===== src/rtl/result_stream_reader.sv =====
// result_stream_reader
// Streams the DEPTH-element product matrix out of the result memory in
// row-major order over a valid/ready port. The memory has a one-cycle read
// latency. A 2-entry output buffer with read-credit accounting absorbs that
// latency under any amount of consumer backpressure.
module result_stream_reader #(
    parameter int DATA_W = 16,
    parameter int DEPTH  = 9,
    parameter int ADDR_W = 4
) (
    input  logic              clk,
    input  logic              rst,
    input  logic              start,
    output logic              busy,
    output logic              done,
    output logic [ADDR_W-1:0] mem_addr,
    output logic              mem_re,
    input  logic [DATA_W-1:0] mem_data,
    output logic              m_valid,
    input  logic              m_ready,
    output logic [DATA_W-1:0] m_data,
    output logic [ADDR_W-1:0] m_index,
    output logic              m_last
);

    // One extra bit lets the pointer reach DEPTH even when DEPTH == 2**ADDR_W.
    localparam int PTR_W = ADDR_W + 1;

    typedef enum logic [1:0] {
        IDLE = 2'd0,
        RUN  = 2'd1,
        DONE = 2'd2
    } state_e;

    state_e              state_q, state_d;
    logic [PTR_W-1:0]    rd_ptr_q, rd_ptr_d;

    // Read issued last cycle; its data lands on mem_data this cycle.
    logic                inflight_q;
    logic [ADDR_W-1:0]   inflight_idx_q;

    // Output buffer: entry 0 is always the head.
    logic [1:0]          count_q, count_d;
    logic [DATA_W-1:0]   data0_q, data0_d, data1_q, data1_d;
    logic [ADDR_W-1:0]   idx0_q, idx0_d, idx1_q, idx1_d;

    logic                push;
    logic                pop;
    logic [2:0]          occupancy;
    logic                credit_ok;
    logic                issue;
    logic                reads_done;
    logic                last_pop;

    assign push = inflight_q;
    assign pop  = m_valid && m_ready;

    // Entries already committed (buffered plus in flight), minus the one leaving
    // this cycle. pop implies count_q >= 1, so the subtraction cannot underflow.
    assign occupancy  = {1'b0, count_q} + {2'b00, inflight_q};
    assign credit_ok  = (occupancy - {2'b00, pop}) < 3'd2;

    assign issue      = (state_q == RUN) && (rd_ptr_q < PTR_W'(DEPTH)) && credit_ok;
    assign reads_done = (rd_ptr_q == PTR_W'(DEPTH));

    // The final element leaves: nothing more to issue, nothing in flight,
    // and the head is the only buffered entry.
    assign last_pop   = reads_done && !inflight_q && (count_q == 2'd1) && pop;

    assign busy     = (state_q == RUN);
    assign done     = (state_q == DONE);
    assign mem_re   = issue;
    assign mem_addr = issue ? rd_ptr_q[ADDR_W-1:0] : '0;

    assign m_valid  = (count_q != 2'd0);
    assign m_data   = data0_q;
    assign m_index  = idx0_q;
    assign m_last   = (idx0_q == ADDR_W'(DEPTH - 1));

    // Next-state logic for the run sequencer and the read pointer.
    always_comb begin
        // NOTE: every signal assigned here gets a default first, so no path
        // leaves it unassigned and no latch is inferred.
        state_d  = state_q;
        rd_ptr_d = rd_ptr_q;
        unique case (state_q)
            IDLE: begin
                if (start) begin
                    state_d  = RUN;
                    rd_ptr_d = '0;
                end
            end
            RUN: begin
                if (issue) begin
                    rd_ptr_d = rd_ptr_q + PTR_W'(1);
                end
                if (last_pop) begin
                    state_d = DONE;
                end
            end
            DONE: begin
                state_d = IDLE;
            end
            default: begin
                state_d = IDLE;
            end
        endcase
    end

    // Next-state logic for the output buffer: push from memory, pop to consumer.
    always_comb begin
        count_d = count_q;
        data0_d = data0_q;
        data1_d = data1_q;
        idx0_d  = idx0_q;
        idx1_d  = idx1_q;
        unique case ({push, pop})
            2'b10: begin
                count_d = count_q + 2'd1;
                if (count_q == 2'd0) begin
                    data0_d = mem_data;
                    idx0_d  = inflight_idx_q;
                end else begin
                    data1_d = mem_data;
                    idx1_d  = inflight_idx_q;
                end
            end
            2'b01: begin
                count_d = count_q - 2'd1;
                data0_d = data1_q;
                idx0_d  = idx1_q;
            end
            2'b11: begin
                // Count unchanged; the new word goes behind whatever remains.
                if (count_q == 2'd1) begin
                    data0_d = mem_data;
                    idx0_d  = inflight_idx_q;
                end else begin
                    data0_d = data1_q;
                    idx0_d  = idx1_q;
                    data1_d = mem_data;
                    idx1_d  = inflight_idx_q;
                end
            end
            default: begin
            end
        endcase
    end

    // Sequencer state, read pointer and in-flight tracking.
    always_ff @(posedge clk or posedge rst) begin
        // NOTE: state registers use non-blocking assignments so every flop
        // samples the pre-edge values regardless of statement order.
        if (rst) begin
            state_q        <= IDLE;
            rd_ptr_q       <= '0;
            inflight_q     <= 1'b0;
            inflight_idx_q <= '0;
        end else begin
            state_q        <= state_d;
            rd_ptr_q       <= rd_ptr_d;
            inflight_q     <= issue;
            inflight_idx_q <= issue ? rd_ptr_q[ADDR_W-1:0] : inflight_idx_q;
        end
    end

    // Output buffer storage and occupancy.
    always_ff @(posedge clk or posedge rst) begin
        // NOTE: the two buffer entries are reset (unlike a RAM) because they
        // drive m_data/m_index directly and must read zero out of reset.
        if (rst) begin
            count_q <= 2'd0;
            data0_q <= '0;
            data1_q <= '0;
            idx0_q  <= '0;
            idx1_q  <= '0;
        end else begin
            count_q <= count_d;
            data0_q <= data0_d;
            data1_q <= data1_d;
            idx0_q  <= idx0_d;
            idx1_q  <= idx1_d;
        end
    end

endmodule


===== config.mk =====
export PLATFORM = sky130hd
export DESIGN_NAME = result_stream_reader
export DESIGN_NICKNAME = d
export VERILOG_FILES = /design/src/rtl/result_stream_reader.sv
export SDC_FILE = /design/constraint.sdc
export NUM_CORES = 1
export LEC_CHECK = 0
export BUFFER_PORTS_ARGS = -buffer_cell sky130_fd_sc_hd__buf_2
export CAP_MARGIN = 10
export CORE_MARGIN = 5
export CORE_UTILIZATION = 30
export CTS_CLUSTER_DIAMETER = 200
export DETAILED_ROUTE_END_ITERATION = 12
export GPL_ROUTABILITY_DRIVEN = 1
export HOLD_SLACK_MARGIN = 0.03
export PLACE_DENSITY = 0.56
export SYNTH_ARGS = -nofsm -noshare
export SYNTH_HDL_FRONTEND = slang
export SYNTH_SLANG_ARGS = --single-unit

===== constraint.sdc =====
create_clock -name clk -period 3.7 [get_ports clk]
set_clock_uncertainty 0.05 [all_clocks]
set_input_delay 0.37 -clock clk [delete_from_list [all_inputs] [get_ports clk]]
set_output_delay 0.37 -clock clk [all_outputs]
set_load 0.01 [all_outputs]

==> run summary <==
The flow ran to the end, and the final reports show no timing, DRC or antenna violations. The total net switching power is 0.690 mW. In this run the cell area measured after placement is 2780 sq um. In this run the critical register-to-register path is launched from count_q[0].

Counting flops with an async set or reset pin after synthesis yields a share of 100%. The via density per instance was 4.96. After technology mapping, the gate count stands at 197.

In the routed design, unresolved DRC markers number 0. In the synthesized netlist the dominant register cell turns out to be sky130_fd_sc_hd__dfrtp_1. Entering global routing, the biggest net connects 30 pins.

In this run the worst setup path begins at count_q[0]. The worst pin sits at a relative slew slack of 44.5%. TritonCTS built the clock tree. Peak per-stage delay on the critical path: 0.50 ns.

Buffers inserted to repair hold after CTS numbered 0. The first detailed-routing pass took 4 iterations. In this run the static leakage power is 1.42 nW.

The nature of the critical path startpoint is a flip-flop. Counting flops with a built-in enable in the synthesized netlist gives 0. The vias after detailed routing is 1740. Number of ports placed on the die boundary: 49. The post-route core utilization is 35.5%, and the count of unique library cells instantiated by Yosys is 35.

In this run the core area contains 33 standard-cell rows. STA puts the critical path data required time at 3.28 ns. The clock transition at the registers of the reported paths was 0.10 ns; the antenna diode count was 0. The final layout contains routed wiring with a total length of 5440 um.

The mean instance size in the synthesized netlist works out to 12.4 sq um. Global routing used 11.3% of the available tracks. The buffer levels on the longest clock path is 2, and the sum of negative setup slack is 0 ns. The critical path goes through inv_1 -> ha_1 -> or2b_4 -> nor2_2 -> o21ai_0 -> fa_1 -> and4bb_2 -> nand3_1 -> inv_2 -> and2_1 -> buf_2. The die span in x is 100 um, and the final worst-path cycle share is 93.0%. On the critical path the largest part of the delay comes from simple AND/OR/NAND/NOR gates.

The share of total power consumed by net switching came out at 33.4%. The combinational cell fraction of total power came out at 35.3%. The final count of hold timing violations is 0, and the number of clock buffers inserted by TritonCTS is 5. Sequential elements use 55.2% of the synthesized area. The setup check on the worst reg-to-reg path leaves a slack of 0.81 ns.

The tools report the initial antenna violation count as 0. The run gives 1764 as the via count of the first global-routing pass. The tool flagged a number of max-cap violations equal to 0. The run gives 8090 sq um as the area of the core.

In this run the remaining antenna-violating nets after routing total 0. The count of non-filler cells in the finished layout came out at 351. The floorplan step defined a die boundary enclosing 10100 sq um. Port buffer count: 48.

The clock network latency to the later pin of the worst-skew pair came out at 0.30 ns. For this run, the post-layout net count is 272. The number of nets in the synthesized netlist is 224.

The worst path needs 3.44 ns of the cycle, external delays included. The total overflow left after global routing is 0. The path category of the worst min-delay check is primary input to async pin.

The signed area change from the synthesized netlist to the final layout came out at 17.4%. The start-to-end type of the worst setup path is flip-flop to primary output. The worst register-to-register path has a depth of 12. IR analysis of the VDD net gives a maximum drop of 170 uV.

STA puts the critical path data arrival time at 3.02 ns. The vertical die dimension works out to 100 um. Cells with a size suffix above 1 make up 35.8% of the layout. The power per cell area is 719 nW/um^2. The initial utilization of the core area, before any placement, comes to 30.3%.

The logs give 3690 um for the total half-perimeter wirelength after legalization and detailed placement and 9060 um for the global-route wire length before repair. The run gives 16.7% as the clock network fraction of total power. The tools report the internal power component as 1.38 mW. Timing would allow up to 291 MHz. After the first detailed-routing iteration, the DRC count stood at 52.

The mapped netlist covers 2450 sq um. The number of buffers and inverters on the critical path was 3. The maximum fanout along the worst path is 25. For this design, the slowest cell found on the critical path is sky130_fd_sc_hd__fa_1. Setup violations remaining at the end of the flow were counted as 0. The number of pins exceeding their max-slew limit in the final report came out at 0.

The clock sink count is 54, and the total of flip-flops plus latches after synthesis is 54. The clock root buffer was sky130_fd_sc_hd__clkbuf_8. The run gives 2 as the H-tree depth. In the final routed layout, each cell accounts on average for 15.5 um. The logs give 0 for the number of warnings issued by yosys and 48.0% for the share of power burned in registers. The tools report the final design instance area without fill as 2880 sq um. Routability-driven placement finished with a final weighted congestion of 0.769. Counting tap cells, the placed design contains a total of 343 instances.

The tools report the kind of end point of the critical path as a primary output. In this run the critical register-to-register path is captured at rd_ptr_q[3]. The transition time of the tightest slew-check pin came out at 0.833 ns. In this run the post-CTS setup repair buffer count came out at 0.

Setup repair after global routing left no endpoint under its margin.
## cells in the mapped netlist (all sizes together) (3+ instances only)
cell type / n / area share (%)
o211ai: 3 / 0.92
a221o: 20 / 8.2
nand2: 5 / 0.77
buf: 8 / 2.7
o21ai: 8 / 1.6
xnor2: 3 / 1.1
ha: 6 / 3.1
nand3: 4 / 0.82
inv: 9 / 1.4
dfrtp: 54 / 55
nor2: 8 / 1.2
clkbuf: 4 / 0.61
a21o: 4 / 1.2
mux2: 20 / 9.2
and3: 20 / 5.1
and2: 5 / 1.3
## power by group through the flow
stage               clock network [mW]  registers [mW]  logic [mW]
floorplan                            0            1.02       0.487
global placement                     0            1.00       0.725
detailed placement                   0            1.01       0.739
CTS                              0.360           0.994       0.742
global route                     0.383            1.03       0.811
finish                           0.346           0.993       0.730
## cell type report
type                       instances  area [sq um]
clock inverter                     2          12.5
fill                             829          5220
tap                              105           131
inverter                           9          33.8
clock buffer                       6          82.6
timing repair buffer              53           278
multi-input combinational        122           986
sequential                        54          1350
## metal layers
layer / wire length (um) / vias up / global-route usage (%) / part of all wire, %
met5: 0 / - / 0 / 0
met4: 123 / 0 / 5.08 / 2.3
met3: 244 / 10 / 2.50 / 4.5
met2: 2510 / 45 / 17.5 / 46
met1: 2560 / 864 / 15.2 / 47
li1: - / 821 / - / -
## placed cells by master (no fill, tap or decap), drive strengths merged, types with 4 or more instances in the layout
cell,instances
dfrtp,54
buf,53
and3,20
a221o,20
mux2,20
inv,9
nor2,8
o21ai,8
ha,6
clkbuf,6
nand2,5
and2,5
nand3,4
a21o,4
## how the worst max path moves through the flow
stage / to / cells after the start
finish: mem_addr[3] / 11
global placement: mem_addr[0] / 11
detailed placement: mem_addr[3] / 11
global route: mem_addr[2] / 11
floorplan: mem_addr[0] / 11
CTS: mem_addr[3] / 11
## state kept, by name (all words and copies together) (netlist names)
name / flops
idx1_q: 4
data1_q: 16
state_q: 2
m_data: 16
rd_ptr_q: 5
inflight_q: 1
count_q: 2
m_index: 4
inflight_idx_q: 4
## metrics by stage
step,hold WS (ns),total power [mW],setup slack (ns)
global route,0.107,2.22,0.0281
floorplan,0.414,1.50,0.683
CTS,0.102,2.10,0.140
global placement,0.428,1.73,0.555
detailed placement,0.437,1.75,0.492
finish,0.0786,2.07,0.258
## logic make-up (layout without fill, tap and decap cells)
| kind of cell | after synthesis | after routing | synth area share, % |
|---|---|---|---|
| DFF | 54 | 54 | 55.2 |
| and+or+nand+nor | 51 | 51 | 12.1 |
| AOI/OAI and AO/OA | 41 | 41 | 14.0 |
| buffers and inverters | 21 | 70 | 4.65 |
| muxes | 20 | 20 | 9.20 |
| adders and majority gates | 7 | 7 | 3.88 |
| xor gates and xnor gates | 3 | 3 | 1.07 |
## what timing repair did
| action | 4_1_cts | 5_1_grt |
|---|---|---|
| endpoints found under the setup margin | 0 | 3 |
| hold endpoints to repair | 0 | 0 |
| resized for setup | 0 | 2 |
No activity file was read; power rests on OpenSTA's default activity.
